$ cat src/rtl/i2c_uart_bridge_ctrl.sv
// I2C-to-UART bridge sequencer: buffers received I2C bytes in a FIFO and
// feeds them one at a time to the UART transmitter with an inter-byte gap.
module i2c_uart_bridge_ctrl #(
   parameter int unsigned DEPTH      = 8,
   parameter int unsigned GAP_CYCLES = 4
) (
   input  logic                     clk,
   input  logic                     reset,
   input  logic                     rx_valid,
   input  logic [7:0]               rx_data,
   input  logic                     frame_start,
   input  logic                     frame_stop,
   output logic                     rx_ack,
   input  logic                     tx_busy,
   output logic                     tx_start,
   output logic [7:0]               tx_data,
   output logic                     overflow,
   output logic                     in_frame,
   output logic [$clog2(DEPTH):0]   fifo_count,
   output logic                     idle
);

   localparam int unsigned AW     = $clog2(DEPTH);
   localparam int unsigned GW     = (GAP_CYCLES > 1) ? $clog2(GAP_CYCLES) : 1;
   localparam int unsigned GAP_M1 = (GAP_CYCLES == 0) ? 0 : GAP_CYCLES - 1;
   localparam logic [AW:0]   FULL_CNT = DEPTH[AW:0];
   localparam logic [GW-1:0] GAP_LOAD = GAP_M1[GW-1:0];

   typedef enum logic [2:0] {
      S_IDLE,
      S_START,
      S_WAIT_HI,
      S_WAIT_LO,
      S_GAP
   } state_t;

   state_t          state_q;
   state_t          state_d;
   logic [GW-1:0]   gap_cnt;
   logic [AW:0]     count;
   logic [AW-1:0]   wr_ptr;
   logic [AW-1:0]   rd_ptr;
   logic [7:0]      mem [DEPTH];
   logic            full;
   logic            pop;
   logic            accept;
   logic            drop;

   // Fullness is judged before the pop, so a pop frees the slot a
   // simultaneous push lands in (pointers are equal when full).
   assign full   = (count == FULL_CNT);
   assign accept = rx_valid & (~full | pop);
   assign drop   = rx_valid & full & ~pop;

   assign rx_ack     = ~full;
   assign fifo_count = count;
   assign idle       = (count == '0) && (state_q == S_IDLE) && !tx_busy;

   // Next-state and handshake decode; tx_start is a pure state decode so
   // reset removes it without waiting for a clock.
   always_comb begin
      state_d  = state_q;
      pop      = 1'b0;
      tx_start = 1'b0;
      case (state_q)
         S_IDLE: begin
            if ((count != '0) && !tx_busy) begin
               state_d = S_START;
               pop     = 1'b1;
            end
         end
         S_START: begin
            tx_start = 1'b1;
            state_d  = S_WAIT_HI;
         end
         S_WAIT_HI: begin
            if (tx_busy) state_d = S_WAIT_LO;
         end
         S_WAIT_LO: begin
            if (!tx_busy) state_d = (GAP_CYCLES == 0) ? S_IDLE : S_GAP;
         end
         S_GAP: begin
            if (gap_cnt == '0) state_d = S_IDLE;
         end
         default: state_d = S_IDLE;
      endcase
   end

   // FSM state register and inter-byte gap counter.
   always_ff @(posedge clk or posedge reset) begin
      if (reset) begin
         state_q <= S_IDLE;
         gap_cnt <= '0;
      end else begin
         state_q <= state_d;
         if (state_q == S_WAIT_LO && state_d == S_GAP)
            gap_cnt <= GAP_LOAD;
         else if (state_q == S_GAP && gap_cnt != '0)
            gap_cnt <= gap_cnt - GW'(1);
      end
   end

   // FIFO storage; contents need no reset since the pointers define validity.
   always_ff @(posedge clk) begin
      if (accept) mem[wr_ptr] <= rx_data;
   end

   // FIFO pointers, occupancy and the latched transmit byte.
   always_ff @(posedge clk or posedge reset) begin
      if (reset) begin
         wr_ptr  <= '0;
         rd_ptr  <= '0;
         count   <= '0;
         tx_data <= '0;
      end else begin
         if (accept) wr_ptr <= wr_ptr + AW'(1);
         if (pop) begin
            rd_ptr  <= rd_ptr + AW'(1);
            tx_data <= mem[rd_ptr];
         end
         case ({accept, pop})
            2'b10:   count <= count + (AW+1)'(1);
            2'b01:   count <= count - (AW+1)'(1);
            default: count <= count;
         endcase
      end
   end

   // Sticky overflow and frame-activity flags.
   always_ff @(posedge clk or posedge reset) begin
      if (reset) begin
         overflow <= 1'b0;
         in_frame <= 1'b0;
      end else begin
         if (drop)             overflow <= 1'b1;
         else if (frame_start) overflow <= 1'b0;
         if (frame_start)      in_frame <= 1'b1;
         else if (frame_stop)  in_frame <= 1'b0;
      end
   end

endmodule

$ cat config.mk
export PLATFORM = sky130hd
export DESIGN_NAME = i2c_uart_bridge_ctrl
export DESIGN_NICKNAME = d
export VERILOG_FILES = /design/src/rtl/i2c_uart_bridge_ctrl.sv
export SDC_FILE = /design/constraint.sdc
export NUM_CORES = 1
export LEC_CHECK = 0
export ABC_AREA = 0
export CORE_MARGIN = 2
export CORE_UTILIZATION = 57
export CTS_BUF_LIST = sky130_fd_sc_hd__clkbuf_16
export DETAILED_ROUTE_END_ITERATION = 16
export PLACE_DENSITY = 0.78
export SLEW_MARGIN = 20
export SYNTH_ARGS = -nofsm -noshare
export SYNTH_HDL_FRONTEND = slang
export SYNTH_SLANG_ARGS = --single-unit
export TNS_END_PERCENT = 50
$ cat constraint.sdc
create_clock -name clk -period 3.6 [get_ports clk]
set_input_delay 0.72 -clock clk [delete_from_list [all_inputs] [get_ports clk]]
set_output_delay 0.72 -clock clk [all_outputs]
set_load 0.02 [all_outputs]
## Yosys cells after proc, flatten, opt, wreduce, memory -nomap -nowiden

Memory sizes are Yosys's and may differ from the RTL's. A register that Yosys moved wholly into a read port is not among the register bits.
Cells that the tools add are included.

| operators by class | value |
|---|---|
| add/subtract/negate cells | 5 |
| equality and inequality tests | 8 |
| muxes and demuxes | 17 |
| bitwise operators | 6 |
| reduce and logical (&&, ||, !) cells | 15 |

Operator list:

| operator | number |
|---|---|
| case mux 3 bit (5 select lines) | 1 |
| 2-to-1 mux 3 bit | 4 |
| nonzero test 2 bit | 5 |
| 2-to-1 mux 1 bit | 9 |
| case mux 4 bit (2 select lines) | 1 |
| adder 3 x 1 -> 3 bit (second input constant) | 2 |
| equality test 3 x 2 -> 1 bit (second input constant) | 2 |
| equality test 3 bit (second input constant) | 2 |
| logical AND 1 bit | 5 |
| adder 4 x 1 -> 4 bit (second input constant) | 1 |
| equality test 4 bit (second input constant) | 1 |
| zero test 4 bit | 1 |
| 2-to-1 mux 2 bit | 2 |
| nonzero test 4 bit | 1 |
| subtractor 4 x 1 -> 4 bit (second input constant) | 1 |
| bitwise AND 1 bit | 3 |
| equality test 3 x 1 -> 1 bit (second input constant) | 1 |
| zero test 3 bit | 1 |
| equality test 2 x 1 -> 1 bit (second input constant) | 1 |
| equality test 2 bit (second input constant) | 1 |
| zero test 2 bit | 1 |
| inverter 1 bit | 2 |
| subtractor 2 x 1 -> 2 bit (second input constant) | 1 |
| zero test 1 bit | 1 |
| bitwise OR 1 bit | 1 |

| word-level totals | value |
|---|---|
| register bits after elaboration | 17 |
| bits in writable memories | 64 |
| output and inout port bits | 17 |
| logic and storage cells | 59 |
| memories | 1 |

Memories:

| name | depth | bits a word | read ports | clocked after memory_dff | wr ports | line | source |
|---|---|---|---|---|---|---|---|
| mem | 8 | 8 | 1 | 1 | 1 | 43 | `logic [7:0] mem [DEPTH];` |

## Longest topological paths before layout

Gate-level depths: netlist (run 1).

| depth | value |
|---|---|
| depth after elaboration | 8 |
| mapped depth | 12 |
| gate-level depth less buffers | 9 |

## Worst setup path before layout (run 1)

No wires, ideal clock.

| timing | value |
|---|---|
| kind | input -> register |
| start | input port tx_busy |
| end | memory mem[0][0] (enable) |
| setup time | 0.395 ns |
| arrival time | 2.246 ns |
| setup slack | 0.960 ns |
| cell stages on the path | 3 |
| path buffers | 0 |
| cell sequence | nor4_2 > o21ai_1 > nor4_1 |

| on the way | value |
|---|---|
| word-level cells in the longest chain between the ends | 8 |

RTL lines:

| what | line | source |
|---|---|---|
| from (decl) | 14 | `input logic tx_busy,` |
| zero test 1 bit | n/a |  |
| logical AND 1 bit | 67 | `if ((count != '0) && !tx_busy) begin` |
| 2-to-1 mux 1 bit | 67 |  |
| 2-to-1 mux 1 bit | 65 | `case (state_q)` |
| bitwise OR 1 bit | 52 | `assign accept = rx_valid & (~full \| pop);` |
| bitwise AND 1 bit | 52 |  |
| 2-to-1 mux 1 bit | 105 | `if (accept) mem[wr_ptr] <= rx_data;` |
| 2-to-1 mux 1 bit (implied by the code) | 105 |  |
| to (decl) | 43 |  |

Every way passes these cells.

## Final worst setup path (run 1)

| timing | value |
|---|---|
| start | input port tx_busy |
| end | output port idle |

| on the way | value |
|---|---|
| word-level cells in the longest chain between the ends | 2 |

RTL lines:

| what | line | source |
|---|---|---|
| zero test 1 bit | n/a |  |
| logical AND 1 bit | 57 | `assign idle = (count == '0) && (state_q == S_IDLE) && !tx_busy;` |
| to (decl) | 20 | `output logic idle` |

Every way passes these cells.

==> results_dict.tcl, run 1 <==
set metrics [dict create \
    clock_path_buffers 2 \
    hold_path.class "flop to flop" \
    ys.flop_type "edfxtp_1" \
    synth.distinct_cells 37 \
    cp_data_required_time_ps 2880 \
    finalInstanceArea_um2 4370 \
    cp_max_fo 7 \
    cts_buffers 9 \
    rsz0062_at_grt "no" \
    placed_cell_area_um2 4070 \
    maxSlewViolCount 0 \
    drcViolationCount 0 \
    power.leakage_nw 1.60 \
    timing.fmax_ghz 0.304 \
    grt_pass1_vias 2017 \
    totalWireLength_mm 6.33 \
    fin_util_pct 69.6 \
    overflow 0 \
    synth_nets 246 \
    die_area_um2 7080 \
    clkTransAtPathRegs_ps 70 \
    gr-usage-all-layers_pct 19.8 \
    postCtsResizedCells 0 \
    synth_edf_count 64 \
    max_slew_margin_pct 32.2 \
    grt_start_max_net_pins 26 \
    start_util_pct 58.3 \
    hpwl_mm 4.05 \
    port_buffers 30 \
    setup_violations 0 \
    seq_area_frac_synth_pct 69.6 \
    regArea_um2 2550 \
    fin_tns_setup_ps 0 \
    synth_area_leaders "edfxtp_1 (53%), dfrtp_1 (17%), mux4_2 (9.8%), mux2i_1 (2.7%), nand2_1 (2.4%)" \
    dr.pass1.iters 4 \
    drt-initial-drc-count 127 \
    die_y_um 84.1 \
    drive_above_1_share_pct 17.9 \
    dp.cells 334 \
    crit_arrival_ps 2570 \
    clock_latency_ps 340 \
    fin_ws_ps 309 \
    drt-vias-per-instance 5.76 \
    preCtsSetupSlack_ps 308 \
    outcome "finished clean" \
    tightestPinTransition_ps 1020 \
    start_kind "primary input" \
    cts_tree "done" \
    cts_setup_buffers 0 \
    powerDensity_nw_per_um2 804 \
    num-fill-cells 411 \
    yosys.area.top_type "edfxtp_1" \
    cts_hold_buf 0 \
    routabilityCongestion 0.780 \
    fin_cells 350 \
    diodes 0 \
    finClkSkew_ps 5.62 \
    core_um2 6280 \
    fin_crit_sh_pct 91.4 \
    htreeDepth 3 \
    end_kind "output pin" \
    period_needed_ps 3290 \
    fp.dieW_um 84.1 \
    irDropWorstVdd_v 0.000449 \
    synthArstFlopShare_pct 28.1 \
    multi_input_comb_area_um2 1020 \
    ys_ff_latch 89 \
    synthesis.area_um2 3660 \
    avgSynthCellArea_um2 16.0 \
    path_class "primary input to output pin" \
    area_delta_synth_final_pct 19.4 \
    vias 2016 \
    timing_hold_violations_final 0 \
    antenna_found_initial 0 \
    max-cap-violations 0 \
    cts_sinks 89 \
    ios 31 \
    rows 29 \
    ant_nets 0 \
    postSynthCellCount 228 \
    cts_root_buf "clkbuf_16" \
    wl_per_cell_um 18.1 \
    yosysWarnings 0 \
    synth_top_area_share_pct 52.5 \
    nets 286 \
    grt_first_pass_wirelength_mm 10.3 \
]
==> layer usage <==
layer / global-route usage [%] / part of all wire (%) / routed length, um
met5: 0 / 0 / 0
met4: 9.53 / 2.4 / 150
met3: 4.95 / 5.1 / 325
met2: 31.9 / 50 / 3180
met1: 25.4 / 42 / 2680
==> placed cells by master (no fill, tap or decap), types with 2 or more instances in the layout <==
master	count
edfxtp_1	64
clkdlybuf4s50_1	30
dfrtp_1	25
nand2_1	23
mux4_2	16
o21ai_0	12
buf_4	12
mux2i_1	10
nor2_1	9
clkbuf_16	9
nor3_1	8
xnor2_1	6
inv_1	5
ha_1	4
inv_8	4
o21ai_1	3
xor2_1	3
nand2b_1	3
or3_1	2
nor4_1	2
o22ai_1	2
a31oi_1	2
clkinvlp_4	2
==> layout make-up <==
| cell class | count | share of cell area (%) |
|---|---|---|
| clock buffers | 9 | 5.16 |
| repair buffers | 42 | 8.94 |
| multi-input cells | 120 | 23.3 |
| clock inverters | 7 | 1.58 |
| flip-flops and latches | 89 | 58.3 |
| well taps | 77 | 2.21 |
| inverters | 6 | 0.516 |
==> Yosys cell counts (2+ instances only) <==
| cell | instances |
|---|---|
| nand2b_1 | 3 |
| buf_2 | 6 |
| o21ai_0 | 12 |
| buf_6 | 2 |
| or3_1 | 2 |
| edfxtp_1 | 64 |
| xnor2_1 | 6 |
| a31oi_1 | 2 |
| buf_1 | 2 |
| nor2_1 | 9 |
| o21ai_1 | 3 |
| nor4_1 | 2 |
| nand2_1 | 23 |
| clkbuf_1 | 3 |
| mux2i_1 | 10 |
| inv_1 | 6 |
| nor3_1 | 8 |
| o22ai_1 | 2 |
| mux4_2 | 16 |
| xor2_1 | 3 |
| dfrtp_1 | 25 |
| ha_1 | 4 |
==> flip-flops by register name, indices dropped and copies added (netlist names) <==
register,flops
fifo_count,4
gap_cnt,2
in_frame,1
overflow,1
tx_data,8
mem,64
rd_ptr,3
state_q,3
wr_ptr,3
==> worst paths after layout <==
kind / start / end / slack (ps) / depth (start not counted)
min in group asynchronous: reset / rd_ptr[0] / 780 / 2
worst max register to register: fifo_count[0] / fifo_count[2] / 1230 / 9
worst min register to register: in_frame / in_frame / 480 / 1
worst min-delay path: in_frame / in_frame / 480 / 1
worst max-delay path: tx_busy / idle / 310 / 4
max in group asynchronous: reset / tx_data[2] / 2380 / 2
==> cell families (layout without fill, tap and decap cells) <==
group                    Yosys count  count (layout)  share of synthesized area, %
AND/OR/NAND/NOR                   56              56                          7.69
buffers and inverters             19              64                          2.56
flip-flops                        89              89                          69.6
XOR/XNOR                           9               9                          2.15
multiplexers                      26              26                          12.6
adder cells (fa/ha/maj)            4               4                          1.37
AO/OA/AOI/OAI                     25              25                          4.00
==> critical path, stage by stage <==
cell and delay (ps):
clkdlybuf4s50_1 480, or4_4 550, nor3_1 190, clkdlybuf4s50_1 630
==> metrics by stage <==
stage	total power, W	hold WS (ps)
final	0.00351	479
after global routing	0.00370	511
after CTS	0.00354	482
after detailed placement	0.00263	467
after global placement	0.00260	464
after floorplan	0.00228	455
==> report_power, final <==
part / switching [W] / internal [W] / leakage, nW
registers: 0.000283 / 0.00133 / 0.885
clock network: 0.000417 / 0.000488 / 0.140
logic: 0.000454 / 0.000538 / 0.578
Note: power is estimated with default switching activity, not from simulation.
==> run 2: changes to the inputs <==
--- a/config.mk
+++ b/config.mk
@@ -10,6 +10,7 @@
 export CORE_UTILIZATION = 57
 export CTS_BUF_LIST = sky130_fd_sc_hd__clkbuf_16
 export DETAILED_ROUTE_END_ITERATION = 16
+export GPL_TIMING_DRIVEN = 0
 export PLACE_DENSITY = 0.78
 export SLEW_MARGIN = 20
 export SYNTH_ARGS = -nofsm -noshare
==> results_dict.tcl, run 2 (synthesized netlist as in run 1, its figures left out) <==
set metrics [dict create \
    htreeDepth 3 \
    drt-vias-per-instance 5.75 \
    start_util_pct 58.3 \
    clock_latency_ps 330 \
    fin_tns_setup_ps 0 \
    cts_hold_buf 0 \
    finalInstanceArea_um2 4480 \
    routabilityCongestion 0.786 \
    cp_max_fo 7 \
    timing.fmax_ghz 0.293 \
    final_common_cell "edfxtp_1" \
    fin_util_pct 71.4 \
    slowest_stage "clkdlybuf4s50_1" \
    ios 31 \
    start_kind "primary input" \
    setup_violations 0 \
    die_y_um 84.1 \
    path_class "primary input to output pin" \
    timing_hold_violations_final 0 \
    core_um2 6280 \
    gr-usage-all-layers_pct 19.8 \
    dr.pass1.iters 4 \
    cts_buffers 9 \
    cts_sinks 89 \
    max_stage_delay_ps 630 \
    hpwl_mm 4.18 \
    powerDensity_nw_per_um2 858 \
    max_slew_margin_pct 40.7 \
    drcViolationCount 0 \
    path_cells "clkdlybuf4s50_1 > or4_4 > buf_6 > nor3_1 > clkdlybuf4s50_1" \
    rsz0062_at_grt "no" \
    die_area_um2 7080 \
    regMostFlops "mem" \
    diodes 0 \
    totalWireLength_mm 6.45 \
    area_delta_synth_final_pct 22.5 \
    fp.dieW_um 84.1 \
    final_cell_mix "edfxtp_1 (64), clkdlybuf4s50_1 (30), dfrtp_1 (25)" \
    vias 2025 \
    preCtsSetupSlack_ps 171 \
    grt_first_pass_wirelength_mm 10.4 \
    hold_path.class "flop to flop" \
    max-cap-violations 0 \
    maxSlewViolCount 0 \
    drive_above_1_share_pct 18.5 \
    worst_path_most_repeated_cell "clkdlybuf4s50_1" \
    ant_nets 0 \
    rows 29 \
    dp.cells 336 \
    grt_pass1_vias 1996 \
    fin_cells 352 \
    overflow 0 \
    postCtsResizedCells 0 \
    clkTransAtPathRegs_ps 70 \
    antenna_found_initial 0 \
    cts_tree "done" \
    tightestPinTransition_ps 884 \
    largest_reg_flops 64 \
    fin_ws_ps 188 \
    crit_arrival_ps 2690 \
    period_needed_ps 3410 \
    power.leakage_nw 1.64 \
    nets 288 \
    cts_setup_buffers 0 \
    outcome "finished clean" \
    wl_per_cell_um 18.3 \
    drt-initial-drc-count 171 \
    fin_crit_sh_pct 94.8 \
    grt_start_max_net_pins 26 \
    cp_data_required_time_ps 2880 \
    end_kind "output pin" \
    finClkSkew_ps 9.52 \
    placed_cell_area_um2 4090 \
    cts_root_buf "clkbuf_16" \
    clock_path_buffers 2 \
    port_buffers 30 \
    irDropWorstVdd_v 0.000469 \
]
[run 2: worst paths after layout]
check	startpoint	to	slack [ps]	cells after the start
max	tx_busy	idle	190	5
min	in_frame	in_frame	480	1
max reg2reg	fifo_count[1]	fifo_count[2]	820	12
min reg2reg	in_frame	in_frame	480	1
max in group asynchronous	reset	fifo_count[0]	2410	2
min in group asynchronous	reset	tx_data[6]	780	2
[run 2: routing by layer]
metal	share of wire, %	vias up	wire length [um]	track usage, %
met1	46	1007	2950	27.7
li1	-	950	-	-
met5	0	-	0	0
met2	48	63	3110	30.5
met4	0.91	0	59	7.04
met3	5.2	5	336	5.44
[run 2: worst max-delay path: cells and delay by family]
family / cells / cell delay (ps)
buf+inv: 3 / 1270
simple gates: 2 / 700
[run 2: stage by stage]
stage                     hold WS [ps]  total power [W]
final                              478          0.00385
after global routing               505          0.00405
after CTS                          483          0.00388
after detailed placement           468          0.00268
after global placement             464          0.00263
after floorplan                    455          0.00228
[run 2: layout make-up]
class / instances / area, um2
multi-input cells: 120 / 1040
fillers: 394 / 1800
flip-flops and latches: 89 / 2550
well taps: 77 / 96.3
inverters: 6 / 22.5
clock inverters: 7 / 166
plain buffers: 13 / 71.3
repair buffers: 31 / 308
clock buffers: 9 / 225
[run 2: report_power, final]
group	total, W	internal [W]	switching [W]
clock network	0.00119	0.000819	0.000374
logic	0.00117	0.000552	0.000615
registers	0.00148	0.00134	0.000146
total	0.00385	0.00271	0.00113
==> run 3: changes to the inputs <==
--- a/config.mk
+++ b/config.mk
@@ -9,6 +9,7 @@
 export CORE_MARGIN = 2
 export CORE_UTILIZATION = 57
 export CTS_BUF_LIST = sky130_fd_sc_hd__clkbuf_16
+export CTS_CLUSTER_SIZE = 12
 export DETAILED_ROUTE_END_ITERATION = 16
 export GPL_TIMING_DRIVEN = 0
 export PLACE_DENSITY = 0.78
==> results of run 3 <==
Final layout, timing and power as in run 2 (identical DEF).
